File: src/rtl/cycle_counter.sv
// rtl/cycle_counter.sv - WIDTH-bit up/down iteration counter with IDLE/RUN/DONE control FSM
module cycle_counter #(
    parameter int WIDTH       = 6,
    parameter bit AUTO_RELOAD = 1'b0
) (
    input  logic             clk,
    input  logic             clr,
    input  logic             en,
    input  logic             start,
    input  logic             load,
    input  logic [WIDTH-1:0] load_val,
    input  logic             up,
    input  logic [WIDTH-1:0] limit,
    output logic [WIDTH-1:0] count,
    output logic             tc,
    output logic             busy,
    output logic             done
);

    typedef enum logic [1:0] {
        IDLE = 2'd0,
        RUN  = 2'd1,
        DONE = 2'd2
    } state_t;

    state_t           state;
    logic [WIDTH-1:0] limit_q;
    logic             dir_q;
    logic [WIDTH-1:0] terminal;

    // Run parameters are captured at start so limit/up may change freely mid-run.
    assign terminal = dir_q ? limit_q : '0;
    assign tc       = (state == RUN) && (count == terminal);
    assign busy     = (state == RUN);
    assign done     = (state == DONE);

    always_ff @(posedge clk) begin
        if (clr) begin
            count   <= '0;
            state   <= IDLE;
            limit_q <= '0;
            dir_q   <= 1'b1;
        end else if (load) begin
            count <= load_val;
        end else if (start) begin
            limit_q <= limit;
            dir_q   <= up;
            count   <= up ? '0 : limit;
            state   <= RUN;
        end else if (en && (state == RUN)) begin
            if (count == terminal) begin
                if (AUTO_RELOAD) begin
                    count <= dir_q ? '0 : limit_q;
                end else begin
                    state <= DONE;
                end
            end else if (dir_q) begin
                count <= count + WIDTH'(1);
            end else begin
                count <= count - WIDTH'(1);
            end
        end
    end

endmodule
File: config.mk
export PLATFORM = sky130hd
export DESIGN_NAME = cycle_counter
export DESIGN_NICKNAME = d
export VERILOG_FILES = /design/src/rtl/cycle_counter.sv
export SDC_FILE = /design/constraint.sdc
export NUM_CORES = 1
export LEC_CHECK = 0
export ABC_CLOCK_PERIOD_IN_PS = 2500
export CORE_ASPECT_RATIO = 0.5
export CORE_MARGIN = 8
export CORE_UTILIZATION = 40
export DETAILED_ROUTE_END_ITERATION = 6
export GPL_ROUTABILITY_DRIVEN = 0
export PLACE_DENSITY = 0.67
export SYNTH_ARGS = -nofsm -noshare
export SYNTH_HDL_FRONTEND = slang
export SYNTH_SLANG_ARGS = --single-unit
File: constraint.sdc
create_clock -name clk -period 2.5 [get_ports clk]
set_clock_uncertainty 0.1 [all_clocks]
set_input_delay 0.5 -clock clk [delete_from_list [all_inputs] [get_ports clk]]
set_output_delay 0.5 -clock clk [all_outputs]
set_load 0.1 [all_outputs]
==> results.tsv, run 1 <==
metric	value	unit
hold_ws	378	ps
die_h	53.1	µm
yosysTopAreaCell	dfxtp_1	
dp_cells	197	
slew_violations	0	
relSlewSlack	70.9	%
vias	1056	
slowest_stage	dfxtp_2	
fin_crit_sh	92.1	%
pre_cts_ws	266	ps
clock_sinks	15	
htreeDepth	1	
drc	0	
fp.dieW	90.2	µm
hold_viol_final	0	
clkTransAtPathRegs	60	ps
finalInstanceArea	0.00151	mm²
synth_edf_count	0	
ys_seq_area_share	27.3	%
grt_first_pass_wirelength	4.81	mm
crit_required	1900	ps
cpPeakStageDelay	440	ps
multi_input_area	777	µm²
post_dp_cell_area	0.00146	mm²
synth_ff_type	dfxtp_1	
synth_top_area_share	27.3	%
grt_pass1_vias	979	
worst-setup-path-type	flip-flop to output port	
power.internal	497	µW
synth_area_leaders	dfxtp_1, nand2_1, a21oi_1	
ys_types	40	
hpwl	2.44	mm
synth-seq-cells	15	
fin_crit	2300	ps
rows	13	
totalPowerFinal	814	µW
ir_drop	0.000307	V
cts_root_buf	clkbuf_8	
fin_ws	197	ps
drt-wirelength-per-cell	14.9	µm
power.switching	318	µW
final-seq-area	322	µm²
cts_tree	yes	
status	finished clean	
drtIter0Drc	73	
maxCapViolations	0	
tightestPinTransition	435	ps
setup_tns	0	ps
clockPowerShare	24.6	%
drtAntennaViolNets	0	
synth-async-reset-ratio	0	%
crit_chain	nand4b_1 -> a2bb2oi_1 -> a22o_4 -> nor3b_4 -> buf_12	
crit_family	compound AO/OA/AOI/OAI gates	
rsz0062_at_grt	false	
final_cells	201	
syn_to_final_growth	36.9	%
grt_overflow	0	
design.core.area	0.00260	mm²
num_antenna_cells	0	
syn_nets	156	
hp-class	flip-flop to flip-flop	
cts_max_path_buffers	2	
avgSynthCellArea	8.27	µm²
pwr-share-seq	35.5	%
worst_ep_arrival_time	1700	ps
fmax	0.434	GHz
holdBufCountCts	0	
power_per_cell_area	541	mW/mm²
finalNetCount	188	
power_frac_comb	39.9	%
p_leak	0.619	nW
grt_max_degree	11	
fin_util	57.8	%
crit_path_start_kind	flip-flop	
critPathBufInv	1	
yosys_warnings	0	
path_max_fanout	9	
finalSetupViolations	0	
dieArea	0.00479	mm²
fillers	235	
syn_area	0.00110	mm²
io-pin-count	27	
drt-pass1-iter-count	4	
viasPerCell	5.25	
track_usage	12.7	%
end_kind	output port	
drive_gt1_share	22.0	%
grt_antenna_before_repair	0	
syn_inst	133	
clk_latency	250	ps
switching_share	39.0	%
io_buffers	26	
cts_made_buffers	3	
start_util	42.3	%
wl	2.99	mm
[repair_timing]
| action | 4_1_cts | 5_1_grt |
|---|---|---|
| hold endpoints to repair | 0 | 0 |
| setup buffers | 0 | 0 |
| gates resized for setup | 0 | 1 |
| setup endpoints to repair | 0 | 1 |
[Yosys cell counts (3+ instances only)]
library cell / count
a21oi_1: 11
a21o_1: 3
o21ai_0: 6
nand4_1: 3
nor2b_1: 7
mux2i_1: 4
dfxtp_1: 15
ha_1: 4
xnor2_1: 5
inv_1: 4
nand2_1: 22
o211ai_1: 3
clkbuf_1: 4
nor2_1: 9
[metal layers]
metal,vias up,global-route usage (%),wire length (µm)
li1,549,-,-
met1,483,16.9,1530
met2,21,19.5,1320
met3,3,3.66,112
met4,0,3.81,19
met5,-,0,0
[cells by family after synthesis]
logic type	Yosys count	synth area share [%]
simple gates	52	23.7
compound gates	40	28.6
flops	15	27.3
buf+inv	10	3.75
mux	6	6.37
xor+xnor	5	3.98
fa+ha+maj	5	6.37
[power by group through the flow]
stage	Sequential (mW)	Clock [mW]	Combinational [mW]
2_1_floorplan	0.358	0	0.164
3_3_place_gp	0.293	0	0.322
3_5_place_dp	0.294	0	0.324
4_1_cts	0.289	0.207	0.324
5_1_grt	0.293	0.218	0.345
6_report	0.289	0.200	0.325
[tightest hold or removal path, cell delays in order, from the launching register on]
cell and delay [ps]:
dfxtp_1 320, nand2_1 60, a21oi_1 50
[cell type report]
cell class	instances	area share, %
clock buffer	3	2.74
clock inverter	1	0.333
inverter	5	1.25
multi-input combinational	108	51.6
sequential	15	21.4
tap	37	3.08
timing repair buffer	32	19.6
[state kept, by name, indices dropped and copies added, names as in the netlist]
register and cells:
dir_q 1, limit_q 6, count 6, state 2
[final timing paths]
check	startpoint	end	slack (ps)	depth (start not counted)
worst max-delay path	dir_q	tc	200	5
worst min-delay path	limit_q[0]	limit_q[0]	380	2
worst max register to register	dir_q	count[4]	390	7
worst min register to register	limit_q[0]	limit_q[0]	380	2
[layout by cell type (no fill, tap or decap), drive strengths merged, types with 2 or more instances in the layout]
| cell | n |
|---|---|
| nand2 | 22 |
| clkdlybuf4s50 | 17 |
| buf | 15 |
| dfxtp | 15 |
| a21oi | 11 |
| nor2 | 9 |
| nor2b | 7 |
| o21ai | 6 |
| xnor2 | 5 |
| inv | 5 |
| mux2i | 4 |
| ha | 4 |
| nand4 | 3 |
| a21o | 3 |
| o211ai | 3 |
| clkbuf | 3 |
| a2bb2oi | 3 |
| a31oi | 2 |
| nand4b | 2 |
| a211oi | 2 |
| nand3b | 2 |
| mux2 | 2 |
| a311o | 2 |
| o41ai | 2 |
Note: power is estimated with default switching activity, not from simulation.
==> run 2: changes to the inputs <==
--- a/config.mk
+++ b/config.mk
@@ -9,6 +9,7 @@
 export CORE_ASPECT_RATIO = 0.5
 export CORE_MARGIN = 8
 export CORE_UTILIZATION = 40
+export CTS_CLUSTER_SIZE = 20
 export DETAILED_ROUTE_END_ITERATION = 6
 export GPL_ROUTABILITY_DRIVEN = 0
 export PLACE_DENSITY = 0.67
==> results of run 2 <==
No change in the layout: final DEF, timing and power equal those of run 1.
